$ cat config.mk
export PLATFORM = sky130hd
export DESIGN_NAME = seq_detect_prog
export DESIGN_NICKNAME = d
export VERILOG_FILES = /design/src/rtl/seq_detect_prog.sv
export SDC_FILE = /design/constraint.sdc
export NUM_CORES = 1
export LEC_CHECK = 0
export BUFFER_PORTS_ARGS = -buffer_cell sky130_fd_sc_hd__buf_4
export CAP_MARGIN = 10
export CORE_AREA = 3 3 40 42
export CTS_BUF_LIST = sky130_fd_sc_hd__clkbuf_4 sky130_fd_sc_hd__clkbuf_8
export CTS_CLUSTER_DIAMETER = 80
export DETAILED_ROUTE_END_ITERATION = 10
export DIE_AREA = 0 0 43 45
export PLACE_DENSITY = 0.52
export SYNTH_ARGS = -nofsm -noshare
export SYNTH_HDL_FRONTEND = slang
export SYNTH_SLANG_ARGS = --single-unit
$ cat constraint.sdc
create_clock -name CLK -period 1.49 [get_ports CLK]
set_input_delay 0.0745 -clock CLK [delete_from_list [all_inputs] [get_ports CLK]]
set_output_delay 0.0745 -clock CLK [all_outputs]
set_load 0.05 [all_outputs]
$ cat src/rtl/seq_detect_prog.sv
// Programmable symbol-sequence detector (prefix automaton with overlap control).
// Define SEQ_DETECT_COUNT_EN to add the saturating CNT match counter.
module seq_detect_prog #(
   parameter int                         SYM_W   = 4,
   parameter int                         SEQ_LEN = 6,
   parameter logic [SEQ_LEN*SYM_W-1:0]   PATTERN = 24'h102210,
   parameter int                         CNT_W   = 8,
   localparam int                        LEN_W   = $clog2(SEQ_LEN+1)
) (
   input  logic             CLK,
   input  logic             RST_N,
   input  logic [SYM_W-1:0] I,
   input  logic             VALID,
   input  logic             OVL,
   input  logic             CLR,
   output logic             Y,
`ifdef SEQ_DETECT_COUNT_EN
   output logic [LEN_W-1:0] LEN,
   output logic [CNT_W-1:0] CNT
`else
   output logic [LEN_W-1:0] LEN
`endif
);

   function automatic logic [SYM_W-1:0] psym(input int i);
      return PATTERN[(SEQ_LEN-1-i)*SYM_W +: SYM_W];
   endfunction

   // Bit l*SEQ_LEN+m set when the m-symbol prefix is a suffix of the l-symbol prefix.
   function automatic logic [SEQ_LEN*SEQ_LEN-1:0] border_map();
      logic [SEQ_LEN*SEQ_LEN-1:0] m;
      logic                       ok;
      m = '0;
      for (int l = 0; l < SEQ_LEN; l++)
         for (int mm = 0; mm <= l; mm++) begin
            ok = 1'b1;
            for (int t = 0; t < mm; t++)
               if (psym(t) != psym(l-mm+t)) ok = 1'b0;
            m[l*SEQ_LEN+mm] = ok;
         end
      return m;
   endfunction

   function automatic int full_border();
      int  b;
      logic ok;
      b = 0;
      for (int mm = 1; mm < SEQ_LEN; mm++) begin
         ok = 1'b1;
         for (int t = 0; t < mm; t++)
            if (psym(t) != psym(SEQ_LEN-mm+t)) ok = 1'b0;
         if (ok) b = mm;
      end
      return b;
   endfunction

   localparam logic [SEQ_LEN*SEQ_LEN-1:0] BMAP = border_map();
   localparam int                         FBRD = full_border();

   if (SEQ_LEN < 2 || SEQ_LEN > 16 || CNT_W < 1) begin : g_bad_param
      $error("seq_detect_prog: parameter out of range");
   end

   logic [LEN_W-1:0]   len_q, len_d;
   logic               y_d;
   logic [SEQ_LEN-1:0] row;
   logic               match;
   int                 k;

   // The matched-prefix length is the whole history: the longest prefix
   // extendable by I must be a border of the current prefix.
   always_comb begin
      row = '0;
      for (int l = 0; l < SEQ_LEN; l++)
         if (len_q == LEN_W'(l)) row = BMAP[l*SEQ_LEN +: SEQ_LEN];
      k = 0;
      for (int j = 1; j <= SEQ_LEN; j++)
         if (row[j-1] && psym(j-1) == I) k = j;
      match = (k == SEQ_LEN);
      len_d = len_q;
      y_d   = 1'b0;
      if (CLR) begin
         len_d = '0;
      end else if (VALID) begin
         y_d = match;
         if (match) len_d = OVL ? LEN_W'(FBRD) : '0;
         else       len_d = LEN_W'(k);
      end
   end

   always_ff @(posedge CLK or negedge RST_N) begin
      if (!RST_N) begin
         len_q <= '0;
         Y     <= 1'b0;
      end else begin
         len_q <= len_d;
         Y     <= y_d;
      end
   end

   assign LEN = len_q;

`ifdef SEQ_DETECT_COUNT_EN
   always_ff @(posedge CLK or negedge RST_N) begin
      if (!RST_N)                 CNT <= '0;
      else if (CLR)               CNT <= '0;
      else if (y_d && CNT != '1)  CNT <= CNT + 1'b1;
   end
`endif

endmodule

Yosys cells after proc, flatten, opt, wreduce, memory -nomap -nowiden. Index checks and enable logic that the tools add are counted. W data, S select, Z words.

Bits in registers: 4. Word-level logic and storage cells: 37.

Eq/ne operators: 8. Multiplexer cells: 18. Reduce and logical (&&, ||, !) cells: 9.

Operators with widths (number): $mux W32 (5); $eq A32 B4 Y1 const B (1); $mux W6 (4); $mux W3 (3); $eq A3 B2 Y1 const B (2); $eq A3 B3 Y1 const B (2); $logic_and A1 B1 Y1 (6); $eq A1 B4 Y1 const A (1); $eq A2 B4 Y1 const A (1); $logic_not A4 Y1 (1); $mux W1 (4); $mux W2 (2); $eq A3 B1 Y1 const B (1); $logic_not A3 Y1 (1); $reduce_bool A2 Y1 (1).

Logic depth before layout (Yosys ltp).
Depth after elaboration: 18. Gate-level depth with buffers: 3. Gate-level depth less buffers: 3.

Worst setup path after synthesis. OpenSTA, ideal clock, no wires.

Kind: register to register. From: register len_q[0], in the netlist LEN[0]. To: register len_q[1], in the netlist LEN[1]. Setup time: 0.067 ns. Arrival time: 1.329 ns. Slack: 0.094 ns. Stages on the path, launching flop included: 4. Buffers on the path: 0. Cells stage by stage: dfrtp_1 -> or3b_1 -> o2bb2ai_1 -> a22o_1.

Longest elaborated chain between the ends: 18. Elaborated cells on any way between the ends: 28.

RTL lines: start: declaration (line 64) `logic [LEN_W-1:0] len_q, len_d;`; start signal: assignment (line 96) `len_q <= len_d;`; $logic_not A3 Y1 (line 75) `if (len_q == LEN_W'(l)) row = BMAP[l*SEQ_LEN +: SEQ_LEN];`; $mux W1 (line 75); $mux W2 (line 75); $mux W6 (3 in a row) (line 75); $mux W6 (*) (line 75); $logic_and A1 B1 Y1 (line 78) `if (row[j-1] && psym(j-1) == I) k = j;`; $mux W1 (line 78); $mux W32 (4 in a row) (line 78); $mux W32 (*) (line 78); $eq A32 B4 Y1 (line 79) `match = (k == SEQ_LEN);`; $mux W3 (*) (line 86) `if (match) len_d = OVL ? LEN_W'(FBRD) : '0;`; $mux W3 (*) (line 84) `end else if (VALID) begin`; $mux W3 (*) (line 82) `if (CLR) begin`.

Every way passes the cells marked *; elsewhere a longest branch is shown, timed or not. The select of a mux whose other input is x is not followed. A chain may end at the register's enable or synchronous reset.

Worst setup path after layout.
From: register len_q[1], in the netlist LEN[1]. To: register len_q[1], in the netlist LEN[1].

Same word-level chain as after synthesis.

==> results.tsv <==
metric	value	unit
clock_sinks	4	
timing.max_cap.violations	0	
preCtsSetupSlack	295	ps
drt_first_iter_violations	0	
ys_seq_elements	4	
design.die.area	0.00194	mm²
critical-path-slowest-cell	sky130_fd_sc_hd__dfrtp_1	
yosys.area.top_type_share	0.396	
synthesis.area	253	µm²
layout.cells.most_common	sky130_fd_sc_hd__buf_4	
yosys.area.top_type	sky130_fd_sc_hd__dfrtp_1	
post-route-min-period	1200	ps
finalHoldViolCount	0	
avg_cell_area_syn	9.36	µm²
final_cells	59	
per_cell_via_count_in_the_routed_design	4.42	
seqPwrFrac	0.387	
worst-slew-pin-transition	257	ps
grt_start_max_net_pins	8	
synth_top_cells_by_area	sky130_fd_sc_hd__dfrtp_1, sky130_fd_sc_hd__nor2b_1, sky130_fd_sc_hd__a32oi_1	
gp_congestion	0.673	
sw_frac_of_total	0.225	
dp.cells	55	
ios	13	
clkLatencyLatePin	240	ps
initial_antenna_violation_count	0	
grt_usage	0.0769	
cellInternalPower	0.000221	W
drt_pass_1_iters	1	
area_growth_from_synthesis_to_layout	58.9	%
final_nets	55	
layout.filler_cells	138	
clock_skew	1.96	ps
remaining_drc_errors	0	
p_comb_frac	0.127	
final-seq-area	100	µm²
initial_util	0.197	
switchingPower	0.0000641	W
hold_path_end	LEN[2]	
first_global_vias	245	
wirelength	645	µm
critPathMaxFanout	7	
seq_area_frac_synth	0.396	
crit_path_end_kind	flop	
setup-tns-final	0	ps
worst_hold_path_type	input port to flop	
via_count	261	
post-dp-hpwl	515	µm
timing.rr.end	LEN[1]	
fin_util	0.313	
ys_warn_count	0	
leakage	0.192	nW
worst-r2r-setup-slack	290	ps
setup.worst_path.start_class	flop	
worst_path_largest_cell_delay	450	ps
die_y_extent	45	µm
required	1660	ps
core.rowCount	13	
grt_first_pass_wirelength	1070	µm
crit_type	flop to flop	
fmax	831	MHz
syn_inst	27	
cts.repair.resized	0	
total_power	0.000285	W
tritoncts	done	
pwr-share-clk	0.486	
run_status	completed	
final.setup.worst_slack	287	ps
drive_above_1_share	0.409	
hold_start	I[3]	
synth_cell_types	17	
cts.reportedPaths.clkPinSlew	40	ps
period_share	0.807	
rsz0062_at_grt	false	
power_density	710	mW/mm²
ff2ff_path_depth	3	
worst_rel_slew_slack	0.828	
routed_wire_length_per_instance	10.9	µm
core_region_area	0.00128	mm²
dieWidth	43	µm
worstPathArrival	1380	ps
setup_violations	0	
r2r-start	LEN[1]	
final_cell_mix	sky130_fd_sc_hd__buf_4, sky130_fd_sc_hd__dfrtp_1	
synth_fp_nets	36	
cts_buffers	3	
sequence_of_cells_on_the_critical_path	or3b_1, o2bb2ai_1, a22o_1	
htree_levels	1	
irDropWorstVdd	0.337	mV
port_buffers	12	
overflow	0	
clockRootBuffer	sky130_fd_sc_hd__clkbuf_4	
cts.path.max_buffers	2	
multi_input_area	149	µm²
route.antenna.remaining_nets	0	
max_transition_viols_final	0	
num_antenna_cells	0	
holdPathStages	3	
-- area by class of cell --
| cell class | instances | area share |
|---|---|---|
| multi-input cells | 22 | 0.371 |
| repair buffers | 14 | 0.268 |
| flip-flops and latches | 4 | 0.249 |
| clock buffers | 3 | 0.0561 |
| well taps | 15 | 0.0467 |
| inverters | 1 | 0.00935 |
-- timing repair --
| action | 4_1_cts | 5_1_grt |
|---|---|---|
| endpoints found under the hold margin | 4 | 0 |
| hold buffers | 1 | 0 |
| buffers inserted | 0 | 0 |
-- flip-flops by register name, summed over array words and instances, names as in the netlist --
signal / count
LEN: 3
Y: 1
-- synthesized netlist by cell type --
cell type,instances
sky130_fd_sc_hd__nor2_2,1
sky130_fd_sc_hd__o21ai_0,1
sky130_fd_sc_hd__xor2_1,1
sky130_fd_sc_hd__a22o_1,1
sky130_fd_sc_hd__nor2_1,3
sky130_fd_sc_hd__or3b_1,1
sky130_fd_sc_hd__and2_1,1
sky130_fd_sc_hd__nand2_1,3
sky130_fd_sc_hd__and4_1,1
sky130_fd_sc_hd__or4b_4,1
sky130_fd_sc_hd__dfrtp_1,4
sky130_fd_sc_hd__nor2b_1,3
sky130_fd_sc_hd__o31ai_1,1
sky130_fd_sc_hd__o2bb2ai_1,1
sky130_fd_sc_hd__a32oi_1,2
sky130_fd_sc_hd__nor3b_1,1
sky130_fd_sc_hd__inv_1,1
-- per-stage QoR --
stage | instance area, µm² | hold slack [ps]
floorplan | 253 | -221
global placement | 369 | -127
detailed placement | 369 | -128
CTS | 402 | 138
global route | 402 | 152
finish | 402 | 145
-- power by group through the flow --
| stage | combinational (W) | sequential [W] | clock [W] |
|---|---|---|---|
| 3_5_place_dp | 0.0000346 | 0.000112 | 0 |
| 5_1_grt | 0.0000405 | 0.000110 | 0.000156 |
| 2_1_floorplan | 0.00000944 | 0.000113 | 0 |
| 4_1_cts | 0.0000368 | 0.000110 | 0.000148 |
| 3_3_place_gp | 0.0000347 | 0.000112 | 0 |
| 6_report | 0.0000363 | 0.000110 | 0.000139 |
-- metal layers --
layer / global-route usage / up-vias / wire length, µm
met2: 0.102 / 10 / 289
met3: 0.0478 / 0 / 47
met5: 0 / - / 0
met1: 0.105 / 115 / 308
met4: 0.0181 / 0 / 0
li1: - / 136 / -
-- how the worst max path moves through the flow --
stage,from,endpoint,slack (ps),cells after the start
2_1_floorplan,LEN[0],LEN[1],90,3
3_3_place_gp,LEN[1],LEN[1],300,3
3_5_place_dp,LEN[1],LEN[1],290,3
4_1_cts,LEN[1],LEN[1],290,3
5_1_grt,LEN[1],LEN[1],200,3
6_report,LEN[1],LEN[1],290,3
-- cells by family (layout without fill, tap and decap cells) --
family / count (synthesis) / in the layout / synth area share
AO/OA/AOI/OAI: 6 / 6 / 0.188
XOR/XNOR: 1 / 1 / 0.0347
AND/OR/NAND/NOR: 15 / 15 / 0.366
flip-flops: 4 / 4 / 0.396
buffers and inverters: 1 / 18 / 0.0148
-- critical path: cells and delay by family, from the launching register on --
kind / cells / cell delay, ps
DFF: 1 / 450
AOI/OAI and AO/OA: 2 / 280
and+or+nand+nor: 1 / 410
No activity file was read; power rests on OpenSTA's default activity.
